### src/rtl/adaptive_threshold_pkg.sv
// Shared constants and the lane result entry type for the adaptive threshold output path.
package adaptive_threshold_pkg;

   localparam int unsigned NUM_LANES_BITS = 2;
   localparam int unsigned WIDTH_BITS     = 8;
   localparam int unsigned HEIGHT_BITS    = 8;

   typedef struct packed {
      logic [HEIGHT_BITS-1:0] row;
      logic [WIDTH_BITS-1:0]  col;
      logic                   data;
   } result_entry_t;

endpackage

### src/rtl/result_lane_fifo.sv
// Single-lane result FIFO; a push into a full FIFO is accepted only when the head pops in the same cycle.
module result_lane_fifo
   import adaptive_threshold_pkg::*;
#(
   parameter int unsigned DEPTH_BITS = 2
) (
   input  logic                  not_reset,
   input  logic                  clock,
   input  logic                  push_i,
   input  logic                  pop_i,
   input  result_entry_t         entry_i,
   output result_entry_t         head_o,
   output logic [DEPTH_BITS:0]   count_o,
   output logic                  full_o
);

   localparam int unsigned DEPTH = 1 << DEPTH_BITS;
   localparam int unsigned CW    = DEPTH_BITS + 1;

   result_entry_t         mem_q [DEPTH];
   logic [DEPTH_BITS-1:0] wr_ptr_q, wr_ptr_d;
   logic [DEPTH_BITS-1:0] rd_ptr_q, rd_ptr_d;
   logic [CW-1:0]         count_q, count_d;
   logic                  push_ok_c, pop_ok_c;

   assign full_o  = (count_q == CW'(DEPTH));
   assign count_o = count_q;
   assign head_o  = mem_q[rd_ptr_q];

   always_comb begin
      wr_ptr_d  = wr_ptr_q;
      rd_ptr_d  = rd_ptr_q;
      count_d   = count_q;
      pop_ok_c  = pop_i && (count_q != '0);
      push_ok_c = push_i && (!full_o || pop_ok_c);
      if (push_ok_c) wr_ptr_d = wr_ptr_q + DEPTH_BITS'(1);
      if (pop_ok_c)  rd_ptr_d = rd_ptr_q + DEPTH_BITS'(1);
      case ({push_ok_c, pop_ok_c})
         2'b10:   count_d = count_q + CW'(1);
         2'b01:   count_d = count_q - CW'(1);
         default: count_d = count_q;
      endcase
   end

   always_ff @(posedge clock or negedge not_reset) begin
      if (!not_reset) begin
         wr_ptr_q <= '0;
         rd_ptr_q <= '0;
         count_q  <= '0;
      end else begin
         wr_ptr_q <= wr_ptr_d;
         rd_ptr_q <= rd_ptr_d;
         count_q  <= count_d;
      end
   end

   // Storage needs no reset: the count gates every read.
   always_ff @(posedge clock) begin
      if (push_ok_c) mem_q[wr_ptr_q] <= entry_i;
   end

endmodule

### src/rtl/result_write_arbiter.sv
// Per-lane result FIFOs drained round-robin onto one registered pixel-write port.
// RESULT_ARB_STATS_EN adds the sticky per-lane overflow flags and a saturating drop counter.
module result_write_arbiter #(
   parameter int unsigned NUM_LANES_BITS  = adaptive_threshold_pkg::NUM_LANES_BITS,
   parameter int unsigned NUM_LANES       = 1 << NUM_LANES_BITS,
   parameter int unsigned WIDTH_BITS      = adaptive_threshold_pkg::WIDTH_BITS,
   parameter int unsigned HEIGHT_BITS     = adaptive_threshold_pkg::HEIGHT_BITS,
   parameter int unsigned FIFO_DEPTH_BITS = 2
) (
   input  logic                              not_reset,
   input  logic                              clock,
   input  logic [NUM_LANES*WIDTH_BITS-1:0]   iCol,
   input  logic [NUM_LANES*HEIGHT_BITS-1:0]  iRow,
   input  logic [NUM_LANES-1:0]              iData,
   input  logic [NUM_LANES-1:0]              iWren,
   output logic [NUM_LANES-1:0]              oFull,
   output logic [HEIGHT_BITS-1:0]            oX,
   output logic [WIDTH_BITS-1:0]             oY,
   output logic [2:0]                        oR,
   output logic [2:0]                        oG,
   output logic [2:0]                        oB,
   output logic                              oWren,
   output logic                              oIdle
`ifdef RESULT_ARB_STATS_EN
   ,
   output logic [NUM_LANES-1:0]              oOverflow,
   output logic [15:0]                       oDropCount
`endif
);

   adaptive_threshold_pkg::result_entry_t entry_c [NUM_LANES];
   adaptive_threshold_pkg::result_entry_t head_c  [NUM_LANES];
   logic [FIFO_DEPTH_BITS:0]  count_c [NUM_LANES];
   logic [NUM_LANES-1:0]      full_c, nonempty_c, pop_c;

   logic                      grant_valid_c;
   logic [NUM_LANES_BITS-1:0] grant_idx_c, cand_c;

   logic [NUM_LANES_BITS-1:0] last_grant_q, last_grant_d;
   logic [HEIGHT_BITS-1:0]    x_q, x_d;
   logic [WIDTH_BITS-1:0]     y_q, y_d;
   logic                      pix_q, pix_d;
   logic                      wren_q, wren_d;

   for (genvar i = 0; i < NUM_LANES; i++) begin : g_lane
      assign entry_c[i]    = {iRow[i*HEIGHT_BITS +: HEIGHT_BITS], iCol[i*WIDTH_BITS +: WIDTH_BITS], iData[i]};
      assign nonempty_c[i] = (count_c[i] != '0);
      assign pop_c[i]      = grant_valid_c && (grant_idx_c == NUM_LANES_BITS'(i));

      result_lane_fifo #(
         .DEPTH_BITS (FIFO_DEPTH_BITS)
      ) u_fifo (
         .not_reset (not_reset),
         .clock     (clock),
         .push_i    (iWren[i]),
         .pop_i     (pop_c[i]),
         .entry_i   (entry_c[i]),
         .head_o    (head_c[i]),
         .count_o   (count_c[i]),
         .full_o    (full_c[i])
      );
   end

   // Round-robin search starting one past the last granted lane.
   always_comb begin
      grant_valid_c = 1'b0;
      grant_idx_c   = '0;
      cand_c        = '0;
      for (int k = 1; k <= int'(NUM_LANES); k++) begin
         cand_c = last_grant_q + NUM_LANES_BITS'(k);
         if (!grant_valid_c && nonempty_c[cand_c]) begin
            grant_valid_c = 1'b1;
            grant_idx_c   = cand_c;
         end
      end
   end

   always_comb begin
      last_grant_d = last_grant_q;
      x_d          = x_q;
      y_d          = y_q;
      pix_d        = pix_q;
      wren_d       = 1'b0;
      if (grant_valid_c) begin
         last_grant_d = grant_idx_c;
         x_d          = head_c[grant_idx_c].row;
         y_d          = head_c[grant_idx_c].col;
         pix_d        = head_c[grant_idx_c].data;
         wren_d       = 1'b1;
      end
   end

   always_ff @(posedge clock or negedge not_reset) begin
      if (!not_reset) begin
         last_grant_q <= NUM_LANES_BITS'(NUM_LANES - 1);
         x_q          <= '0;
         y_q          <= '0;
         pix_q        <= 1'b0;
         wren_q       <= 1'b0;
      end else begin
         last_grant_q <= last_grant_d;
         x_q          <= x_d;
         y_q          <= y_d;
         pix_q        <= pix_d;
         wren_q       <= wren_d;
      end
   end

   assign oFull = full_c;
   assign oX    = x_q;
   assign oY    = y_q;
   assign oR    = {3{pix_q}};
   assign oG    = {3{pix_q}};
   assign oB    = {3{pix_q}};
   assign oWren = wren_q;
   assign oIdle = !(|nonempty_c) && !wren_q;

`ifdef RESULT_ARB_STATS_EN
   logic [NUM_LANES-1:0] drop_c;
   logic [NUM_LANES-1:0] overflow_q, overflow_d;
   logic [15:0]          drop_cnt_q, drop_cnt_d;
   logic [16:0]          drop_sum_c;

   // A push is lost only when the lane is full and not draining this cycle.
   assign drop_c = iWren & full_c & ~pop_c;

   always_comb begin
      overflow_d = overflow_q | drop_c;
      drop_sum_c = {1'b0, drop_cnt_q};
      for (int i = 0; i < int'(NUM_LANES); i++) begin
         drop_sum_c = drop_sum_c + 17'(drop_c[i]);
      end
      drop_cnt_d = drop_sum_c[16] ? 16'hFFFF : drop_sum_c[15:0];
   end

   always_ff @(posedge clock or negedge not_reset) begin
      if (!not_reset) begin
         overflow_q <= '0;
         drop_cnt_q <= '0;
      end else begin
         overflow_q <= overflow_d;
         drop_cnt_q <= drop_cnt_d;
      end
   end

   assign oOverflow  = overflow_q;
   assign oDropCount = drop_cnt_q;
`endif

endmodule

### config.mk
export PLATFORM = sky130hd
export DESIGN_NAME = result_write_arbiter
export DESIGN_NICKNAME = d
export VERILOG_FILES = /design/src/rtl/adaptive_threshold_pkg.sv /design/src/rtl/result_lane_fifo.sv /design/src/rtl/result_write_arbiter.sv
export SDC_FILE = /design/constraint.sdc
export NUM_CORES = 1
export LEC_CHECK = 0
export CAP_MARGIN = 30
export CORE_MARGIN = 2
export CORE_UTILIZATION = 55
export CTS_CLUSTER_DIAMETER = 40
export DETAILED_ROUTE_END_ITERATION = 6
export PLACE_DENSITY = 0.76
export SLEW_MARGIN = 20
export SYNTH_ARGS = -nofsm -noshare
export SYNTH_HDL_FRONTEND = slang
export SYNTH_SLANG_ARGS = --single-unit
### constraint.sdc
create_clock -name clock -period 8.1 [get_ports clock]
set_clock_uncertainty 0.1 [all_clocks]
set_input_delay 2.025 -clock clock [delete_from_list [all_inputs] [get_ports clock]]
set_output_delay 2.025 -clock clock [all_outputs]
set_load 0.01 [all_outputs]
==> results of run 1 <==
[cells by family after synthesis]
group           Yosys count  share of synthesized area (%)
xor+xnor                 22                           1.48
fa+ha+maj                22                           2.34
simple gates             68                           2.95
buf+inv                  69                           3.11
mux                     109                           15.1
flops                   320                           71.9
compound gates           61                           3.12
[Yosys cell counts, drive strengths merged (14+ instances only)]
cell type / n / area share [%]
edfxtp: 272 / 63
mux4: 68 / 12
dfrtp: 46 / 8.8
buf: 29 / 1.7
inv: 27 / 0.78
a21oi: 24 / 0.95
mux2i: 21 / 1.6
mux2: 20 / 1.7
nor2: 19 / 0.57
o22ai: 19 / 0.91
ha: 18 / 1.7
nand2: 16 / 0.46
and2: 14 / 0.68
[power by group through the flow]
| stage | combinational [W] | sequential (W) | clock (W) |
|---|---|---|---|
| 2_1_floorplan | 0.00164 | 0.00241 | 0 |
| 4_1_cts | 0.00213 | 0.00261 | 0.00167 |
| 3_3_place_gp | 0.00196 | 0.00262 | 0 |
| 3_5_place_dp | 0.00210 | 0.00263 | 0 |
| 6_report | 0.00211 | 0.00260 | 0.00165 |
| 5_1_grt | 0.00227 | 0.00265 | 0.00173 |
[flip-flops by register name (all words and copies together), names as in the netlist]
register	count
oWren	1
g_lane.u_fifo.mem_q	272
g_lane.u_fifo.rd_ptr_q	8
g_lane.u_fifo.count_o	12
oY	8
g_lane.u_fifo.wr_ptr_q	8
pix_q	1
last_grant_q	2
oX	8
[cell type report]
class | instances | area [um2] | area share (%)
sequential | 320 | 9370 | 60.3
clock buffer | 54 | 1120 | 7.18
tap | 319 | 399 | 2.57
clock inverter | 17 | 135 | 0.869
inverter | 27 | 101 | 0.652
timing repair buffer | 114 | 1170 | 7.53
multi-input combinational | 282 | 3260 | 20.9
[metrics by stage]
stage | utilization (%) | instance area [um2] | power, W
2_1_floorplan | - | 13000 | 0.00405
3_3_place_gp | 60.9 | 14200 | 0.00459
3_5_place_dp | 61.3 | 14300 | 0.00473
4_1_cts | 66.7 | 15600 | 0.00641
5_1_grt | 66.7 | 15600 | 0.00665
6_report | 66.7 | 15600 | 0.00635
[routing by layer]
metal | share of wire, % | wire length, um
met5 | 0.049 | 13
met4 | 3.0 | 798
met3 | 5.5 | 1470
met2 | 52 | 13800
met1 | 39 | 10500
[worst max path at each step]
stage | start | endpoint | slack [ns] | cells after the start
after floorplan | g_lane[2].u_fifo.count_o[1]$_DFFE_PN0P_ | oIdle | 4.44 | 6
after global placement | g_lane[1].u_fifo.count_o[2]$_DFFE_PN0P_ | oIdle | 3.48 | 5
after detailed placement | g_lane[1].u_fifo.count_o[2]$_DFFE_PN0P_ | oIdle | 3.42 | 5
after CTS | g_lane[1].u_fifo.count_o[2]$_DFFE_PN0P_ | oIdle | 2.86 | 5
after global routing | g_lane[1].u_fifo.count_o[2]$_DFFE_PN0P_ | oIdle | 2.63 | 5
final | g_lane[1].u_fifo.count_o[2]$_DFFE_PN0P_ | oIdle | 2.87 | 5
[worst max-delay path, delay by kind of cell, from the launching register on]
kind	cells	cell delay [ns]
buffers and inverters	1	0.57
DFF	1	0.41
and+or+nand+nor	4	1.61
==> flow_metrics.py, run 1 <==
metrics = {
    "run": {
        "drv_cap": 0,
    },
    "yosys": {
        "synth_flop_cell": "edfxtp_1",
        "ys_types": 51,
        "synth.yosys.seq_area_share_pct": 71.9,
        "avgSynthCellArea_um2": 19.4,
        "ys_ff_latch": 320,
        "synth_edf_count": 272,
        "syn_area_mm2": 0.0130,
        "syn_nets": 767,
        "ys_warn_count": 0,
        "async_flop_share_pct": 15.0,
        "synth_cells": 671,
    },
    "critical_path": {
        "r2r-start": "g_lane[1].u_fifo.count_o[2]$_DFFE_PN0P_",
        "worstReg2RegEnd": "g_lane[0].u_fifo.count_o[2]$_DFFE_PN0P_",
        "cp_max_fo": 21,
        "crit_chain": "nor3_2 > and2_2 > nand2_1 > nor2_1 > clkdlybuf4s50_1",
        "reg2reg_depth": 11,
        "worstSetupPathType": "reg2out",
        "cp.required_ns": 5.98,
        "critical_path.max_stage_delay_ns": 0.57,
        "cp-start-kind": "flop",
        "crit_arrival_ns": 3.11,
        "worstSetupEndpointType": "output pin",
        "ff2ff_setup_slack_ns": 4.48,
        "cpMaxStageDelayCell": "nor3_2",
    },
    "place": {
        "place_inst": 1062,
        "io_buffers": 104,
        "pre_cts_ws_ns": 3.42,
        "hpwl_um": 17500,
        "gp_congestion": 0.808,
    },
    "global_route": {
        "grtUsageMet3_pct": 3.72,
        "grt_max_degree": 37,
        "grt_pass1_vias": 6915,
        "grtUsageMet1_pct": 29.2,
        "grt.total_usage_pct": 22.4,
        "grt_antenna_before_repair": 1,
        "met2_usage_pct": 38.3,
        "grt_pass1_wl_um": 40600,
        "gr-total-overflow": 0,
        "grt.busiest_layer": "met2",
    },
    "power": {
        "power_frac_comb_pct": 33.2,
        "power_switching_share_pct": 32.7,
        "p_sw_w": 0.00208,
        "p_leak_nw": 5.40,
        "clockPowerShare_pct": 25.9,
        "pwr_density_cell_mw_per_mm2": 409,
        "ir_drop_mv": 0.224,
        "power_frac_seq_pct": 40.9,
        "internal_power_w": 0.00428,
    },
    "routing": {
        "drt_iter0_drc": 509,
        "drc": 0,
        "vias_per_cell": 5.72,
        "wl_per_cell_um": 23.5,
        "antenna_left": 0,
        "via_count": 6477,
        "firstDrtPassIters": 5,
        "drt-total-wl_um": 26600,
    },
    "cells_and_area": {
        "fin_cells": 1133,
        "drive_above_1_share_pct": 21.4,
        "final_common_cell": "edfxtp_1",
        "diodes": 0,
        "layout_common_cells": "edfxtp_1 (272), clkdlybuf4s50_1 (103), mux4_2 (68)",
        "nFillCells": 1483,
        "area_growth_pct": 19.3,
        "nets": 880,
    },
    "die": {
        "ios": 105,
        "die-area_mm2": 0.0249,
        "row_count": 56,
        "die_h_um": 158,
        "core_area_mm2": 0.0233,
        "die_x_um": 158,
        "initial_core_util_pct": 55.9,
    },
    "timing": {
        "tightest_slew_ns": 0.918,
        "fmax_ghz": 0.191,
        "max-slew-margin-rel_pct": 38.8,
        "finalMaxSlewViolations": 0,
        "grt_setup_unrepaired": "false",
        "holdWs_ns": 0.407,
        "fin_ws_ns": 2.87,
        "finalSetupViolations": 0,
        "hold_violations": 0,
        "finalCritPeriodShare_pct": 64.6,
        "timing.final.crit_period_ns": 5.23,
        "setup_tns_ns": 0,
    },
    "hold_path": {
        "hold_depth": 1,
        "holdCritStartpoint": "g_lane[0].u_fifo.count_o[2]$_DFFE_PN0P_",
        "min_to": "g_lane[0].u_fifo.count_o[2]$_DFFE_PN0P_",
        "hold_class": "reg2reg",
    },
    "clocking": {
        "clock_tree.buffer_depth": 3,
        "htreeDepth": 2,
        "path_clk_slew_ns": 0.06,
        "cts_resized": 0,
        "cts_tree": "done",
        "clock-sinks": 320,
        "cts_root_buf": "clkbuf_16",
        "clock_latency_ns": 0.53,
        "cts_setup_buffers": 0,
        "hold_buffers": 0,
        "cts_buffers": 39,
    },
    "status": {
        "status": "finished clean",
    },
}
(Power assumes the default switching activity.)
==> run 2: changes to the inputs <==
==> constraint.sdc (replaced) <==
create_clock -name clock -period 4.83 [get_ports clock]
set_clock_uncertainty 0.1 [all_clocks]
set_input_delay 1.2075 -clock clock [delete_from_list [all_inputs] [get_ports clock]]
set_output_delay 1.2075 -clock clock [all_outputs]
set_load 0.01 [all_outputs]
==> flow_metrics.py, run 2 (synthesized netlist as in run 1, its figures left out) <==
metrics = {
    "critical_path": {
        "worstSetupEndpointType": "output pin",
        "critical_path.max_stage_delay_ns": 0.56,
        "r2r-start": "g_lane[1].u_fifo.count_o[2]$_DFFE_PN0P_",
        "cp_max_fo": 21,
        "cp-startpoint": "g_lane[1].u_fifo.count_o[2]$_DFFE_PN0P_",
        "worstSetupPathType": "reg2out",
        "crit_chain": "nor3_2 > and2_2 > nand2_1 > buf_4 > nor2_1 > clkdlybuf4s50_1",
        "crit_arrival_ns": 2.74,
        "cp-start-kind": "flop",
        "cpMaxStageDelayCell": "nor3_2",
        "cp.required_ns": 3.52,
        "crit_buf_inv": 2,
        "cp_top_family": "simple AND/OR/NAND/NOR gates",
    },
    "timing": {
        "finalSetupViolations": 0,
        "grt_setup_unrepaired": "false",
        "hold_violations": 0,
        "setup_tns_ns": 0,
        "tightest_slew_ns": 0.909,
        "max-slew-margin-rel_pct": 39.4,
        "finalCritPeriodShare_pct": 83.8,
        "fin_ws_ns": 0.784,
        "fmax_ghz": 0.247,
        "finalMaxSlewViolations": 0,
        "timing.final.crit_period_ns": 4.05,
    },
    "clocking": {
        "clock_tree.buffer_depth": 3,
        "cts_root_buf": "clkbuf_16",
        "clock_latency_ns": 0.52,
        "cts_resized": 0,
        "path_clk_slew_ns": 0.05,
        "hold_buffers": 0,
        "clock-sinks": 320,
        "cts_tree": "done",
        "cts_buffers": 36,
        "cts_setup_buffers": 0,
        "htreeDepth": 2,
    },
    "die": {
        "row_count": 56,
        "die_h_um": 158,
        "ios": 105,
        "die-area_mm2": 0.0249,
        "die_x_um": 158,
        "initial_core_util_pct": 55.9,
        "core_area_mm2": 0.0233,
    },
    "hold_path": {
        "hold_class": "reg2reg",
        "holdCritStartpoint": "g_lane[2].u_fifo.count_o[2]$_DFFE_PN0P_",
    },
    "power": {
        "ir_drop_mv": 0.379,
        "pwr_density_cell_mw_per_mm2": 675,
        "finalPower_w": 0.0104,
        "p_leak_nw": 5.31,
    },
    "cells_and_area": {
        "largest-register": "g_lane.u_fifo.mem_q",
        "post-route-util_pct": 65.9,
        "seq_area_mm2": 0.00938,
        "nets": 875,
        "layout_common_cells": "edfxtp_1 (272), clkdlybuf4s50_1 (103), mux4_2 (68)",
        "diodes": 0,
        "final_common_cell": "edfxtp_1",
        "drive_above_1_share_pct": 20.8,
        "multi_input_area_mm2": 0.00326,
        "largest_reg_flops": 272,
        "area_growth_pct": 18.0,
        "nFillCells": 1515,
    },
    "routing": {
        "firstDrtPassIters": 5,
        "drc": 0,
        "wl_per_cell_um": 23.1,
        "drt-total-wl_um": 26000,
        "via_count": 6410,
        "antenna_left": 0,
        "drt_iter0_drc": 490,
        "vias_per_cell": 5.69,
    },
    "place": {
        "gp_congestion": 0.823,
        "hpwl_um": 17400,
        "pre_cts_ws_ns": 1.26,
        "io_buffers": 104,
    },
    "status": {
        "status": "finished clean",
    },
    "global_route": {
        "grt_pass1_wl_um": 39400,
        "grt.total_usage_pct": 21.6,
        "grt_max_degree": 36,
        "grt_pass1_vias": 6771,
        "grt_antenna_before_repair": 0,
        "gr-total-overflow": 0,
    },
    "run": {
        "drv_cap": 0,
    },
}
-- run 2: cell count changes in the layout (fill, tap and decap cells not counted), moves of 3 or more --
cell,change
clkbuf_1,-3
clkinv_4,-3
clkbuf_16,-5
dfrtp_1,-3
dfrtp_2,+3
clkinv_1,+5
-- run 2: final cells by class --
class	instances	share of cell area [%]
timing repair buffer	112	7.21
inverter	27	0.659
tap	319	2.60
clock inverter	22	1.20
clock buffer	44	6.19
multi-input combinational	282	21.2
sequential	320	61.0
-- run 2: path summary, 6_finish.rpt --
kind	end	cells after the start	slack, ns
max in group asynchronous	last_grant_q[1]$_DFFE_PN1N_	2	3.50
min in group asynchronous	oWren$_DFF_PN0_	1	0.54
worst min-delay path	g_lane[2].u_fifo.count_o[2]$_DFFE_PN0P_	1	0.41
worst min register to register	g_lane[2].u_fifo.count_o[2]$_DFFE_PN0P_	1	0.41
worst max register to register	g_lane[3].u_fifo.mem_q[3][5]$_DFFE_PP_	6	1.56
worst max-delay path	oIdle	6	0.78
-- run 2: stage by stage --
step	hold WS, ns	area (um2)	instances
after floorplan	0.370	13000	671
after global placement	0.387	14200	1059
after detailed placement	0.407	14200	1060
after CTS	0.409	15400	1126
after global routing	0.435	15400	1126
final	0.408	15400	1126
-- run 2: worst reg2reg max path, cell delays in order, from the launching register on --
cell	delay, ns
dfrtp_1	0.42
nor3_2	0.56
a21oi_1	0.18
o32ai_2	0.48
nor2_1	0.12
nor2_2	0.26
and2_1	0.78
-- run 2: power by group --
| part | switching [W] | total (W) | internal, W |
|---|---|---|---|
| clock network | 0.00105 | 0.00258 | 0.00153 |
| registers | 0.000639 | 0.00441 | 0.00377 |
| logic | 0.00168 | 0.00339 | 0.00170 |
| total | 0.00338 | 0.0104 | 0.00700 |
-- run 2: per-layer routing --
metal / vias to the layer above / wire length (um) / global-route usage [%]
met3: 57 / 1650 / 3.94
met2: 248 / 13300 / 35.7
met5: - / 0 / 0
li1: 2849 / - / -
met4: 0 / 809 / 8.92
met1: 3256 / 10200 / 28.8
==> run 3: changes to the inputs <==
--- a/config.mk
+++ b/config.mk
@@ -7,10 +7,10 @@
 export LEC_CHECK = 0
 export CAP_MARGIN = 30
 export CORE_MARGIN = 2
-export CORE_UTILIZATION = 55
+export CORE_UTILIZATION = 52
 export CTS_CLUSTER_DIAMETER = 40
 export DETAILED_ROUTE_END_ITERATION = 6
-export PLACE_DENSITY = 0.76
+export PLACE_DENSITY = 0.75
 export SLEW_MARGIN = 20
 export SYNTH_ARGS = -nofsm -noshare
 export SYNTH_HDL_FRONTEND = slang
==> constraint.sdc (replaced) <==
create_clock -name clock -period 3.6 [get_ports clock]
set_clock_uncertainty 0.1 [all_clocks]
set_input_delay 0.9 -clock clock [delete_from_list [all_inputs] [get_ports clock]]
set_output_delay 0.9 -clock clock [all_outputs]
set_load 0.01 [all_outputs]
==> flow_metrics.py, run 3 (synthesized netlist as in run 1, its figures left out) <==
metrics = {
    "routing": {
        "drt_iter0_drc": 699,
        "firstDrtPassIters": 5,
        "vias_per_cell": 5.70,
        "drc": 0,
        "wl_per_cell_um": 23.0,
        "antenna_left": 0,
        "drt-total-wl_um": 26500,
        "via_count": 6578,
    },
    "clocking": {
        "clock-sinks": 320,
        "htreeDepth": 2,
        "path_clk_slew_ns": 0.06,
        "hold_buffers": 0,
        "cts_root_buf": "clkbuf_16",
        "clock_latency_ns": 0.52,
        "cts_buffers": 39,
        "cts_tree": "done",
        "clock_tree.buffer_depth": 3,
    },
    "timing": {
        "grt_setup_unrepaired": "false",
        "tightest_slew_ns": 0.919,
        "finalSetupViolations": 0,
        "hold_violations": 0,
        "fmax_ghz": 0.288,
        "max-slew-margin-rel_pct": 38.8,
        "timing.final.crit_period_ns": 3.47,
        "setup_tns_ns": 0,
        "finalCritPeriodShare_pct": 96.5,
        "finalMaxSlewViolations": 0,
    },
    "global_route": {
        "grt_max_degree": 36,
        "grt_antenna_before_repair": 1,
        "grt_pass1_vias": 6906,
        "grt.total_usage_pct": 20.7,
        "grt_pass1_wl_um": 40300,
        "gr-total-overflow": 0,
    },
    "die": {
        "ios": 105,
        "die-area_mm2": 0.0263,
        "core_area_mm2": 0.0245,
        "row_count": 57,
        "die_x_um": 162,
        "initial_core_util_pct": 53.3,
        "die_h_um": 162,
    },
    "cells_and_area": {
        "nets": 896,
        "diodes": 0,
        "largest_reg_flops": 272,
        "area_growth_pct": 20.2,
        "final_common_cell": "edfxtp_1",
        "fin_area_mm2": 0.0157,
        "largest-register": "g_lane.u_fifo.mem_q",
        "layout_common_cells": "edfxtp_1 (272), clkdlybuf4s50_1 (103), mux4_2 (68)",
        "drive_above_1_share_pct": 23.9,
    },
    "critical_path": {
        "cp.required_ns": 2.60,
        "worstSetupEndpointType": "output pin",
        "cp_max_fo": 8,
        "worstSetupPathType": "reg2out",
        "cp-start-kind": "flop",
        "crit_arrival_ns": 2.47,
    },
    "power": {
        "pwr_density_cell_mw_per_mm2": 920,
        "ir_drop_mv": 0.507,
        "p_leak_nw": 5.50,
    },
    "place": {
        "gp_congestion": 0.811,
        "io_buffers": 104,
        "hpwl_um": 17600,
        "placed_area_mm2": 0.0144,
    },
    "status": {
        "status": "finished clean",
    },
    "run": {
        "drv_cap": 0,
    },
    "hold_path": {
        "hold_class": "in2async",
    },
}
run 3: worst paths after layout:
path / slack (ns) / cells past startpoint / end / startpoint
min in group clock: 0.42 / 1 / g_lane[0].u_fifo.count_o[2]$_DFFE_PN0P_ / g_lane[0].u_fifo.count_o[2]$_DFFE_PN0P_
setup reg to reg: 0.64 / 10 / g_lane[2].u_fifo.count_o[2]$_DFFE_PN0P_ / g_lane[3].u_fifo.count_o[0]$_DFFE_PN0P_
max in group asynchronous: 2.36 / 2 / g_lane[3].u_fifo.rd_ptr_q[1]$_DFFE_PN0N_ / not_reset
setup / recovery: 0.13 / 5 / oIdle / g_lane[3].u_fifo.count_o[0]$_DFFE_PN0P_
hold reg to reg: 0.42 / 1 / g_lane[0].u_fifo.count_o[2]$_DFFE_PN0P_ / g_lane[0].u_fifo.count_o[2]$_DFFE_PN0P_
hold / removal: 0.28 / 1 / g_lane[1].u_fifo.wr_ptr_q[1]$_DFFE_PN0P_ / not_reset
run 3: per-layer routing:
layer	global-route usage, %	wire length (um)
met2	33.7	13000
met3	3.63	1500
met4	5.79	607
met1	29.2	11400
met5	0	0
run 3: stage by stage:
step | util, % | instances | total power (W) | hold slack [ns] | setup slack, ns
after floorplan | - | 671 | 0.00912 | 0.370 | 0.795
after global placement | 58.7 | 1083 | 0.0105 | 0.389 | 0.630
after detailed placement | 58.7 | 1083 | 0.0107 | 0.409 | 0.544
after CTS | 64.0 | 1154 | 0.0146 | 0.288 | 0.0494
after global routing | 64.0 | 1154 | 0.0151 | 0.317 | 0.0299
final | 64.0 | 1154 | 0.0144 | 0.285 | 0.125
run 3: timing repair:
action                                  in CTS  in global routing
endpoints found under the setup margin       1                  1
pin swaps                                    0                  0
resized for setup                            1                  2
gates cloned                                 0                  0
setup buffers                                0                  0
run 3: where the power goes:
part	total [W]	leakage, nW	internal, W	switching (W)
logic	0.00487	1.82	0.00238	0.00249
registers	0.00574	3.05	0.00505	0.000697
clock network	0.00380	0.628	0.00226	0.00154
run 3: area by class of cell:
cell class / instances / area [um2]
fill: 1656 / 8800
clock buffer: 44 / 1040
tap: 324 / 405
clock inverter: 27 / 250
timing repair buffer: 130 / 1230
sequential: 320 / 9370
inverter: 27 / 101
multi-input combinational: 282 / 3270
run 3: worst max-delay path, stage by stage (launching register included):
cell and delay [ns]:
dfrtp_1 0.43, or3_1 0.53, nor2_2 0.21, nand2_1 0.13, nor2_1 0.12, clkdlybuf4s50_1 0.54
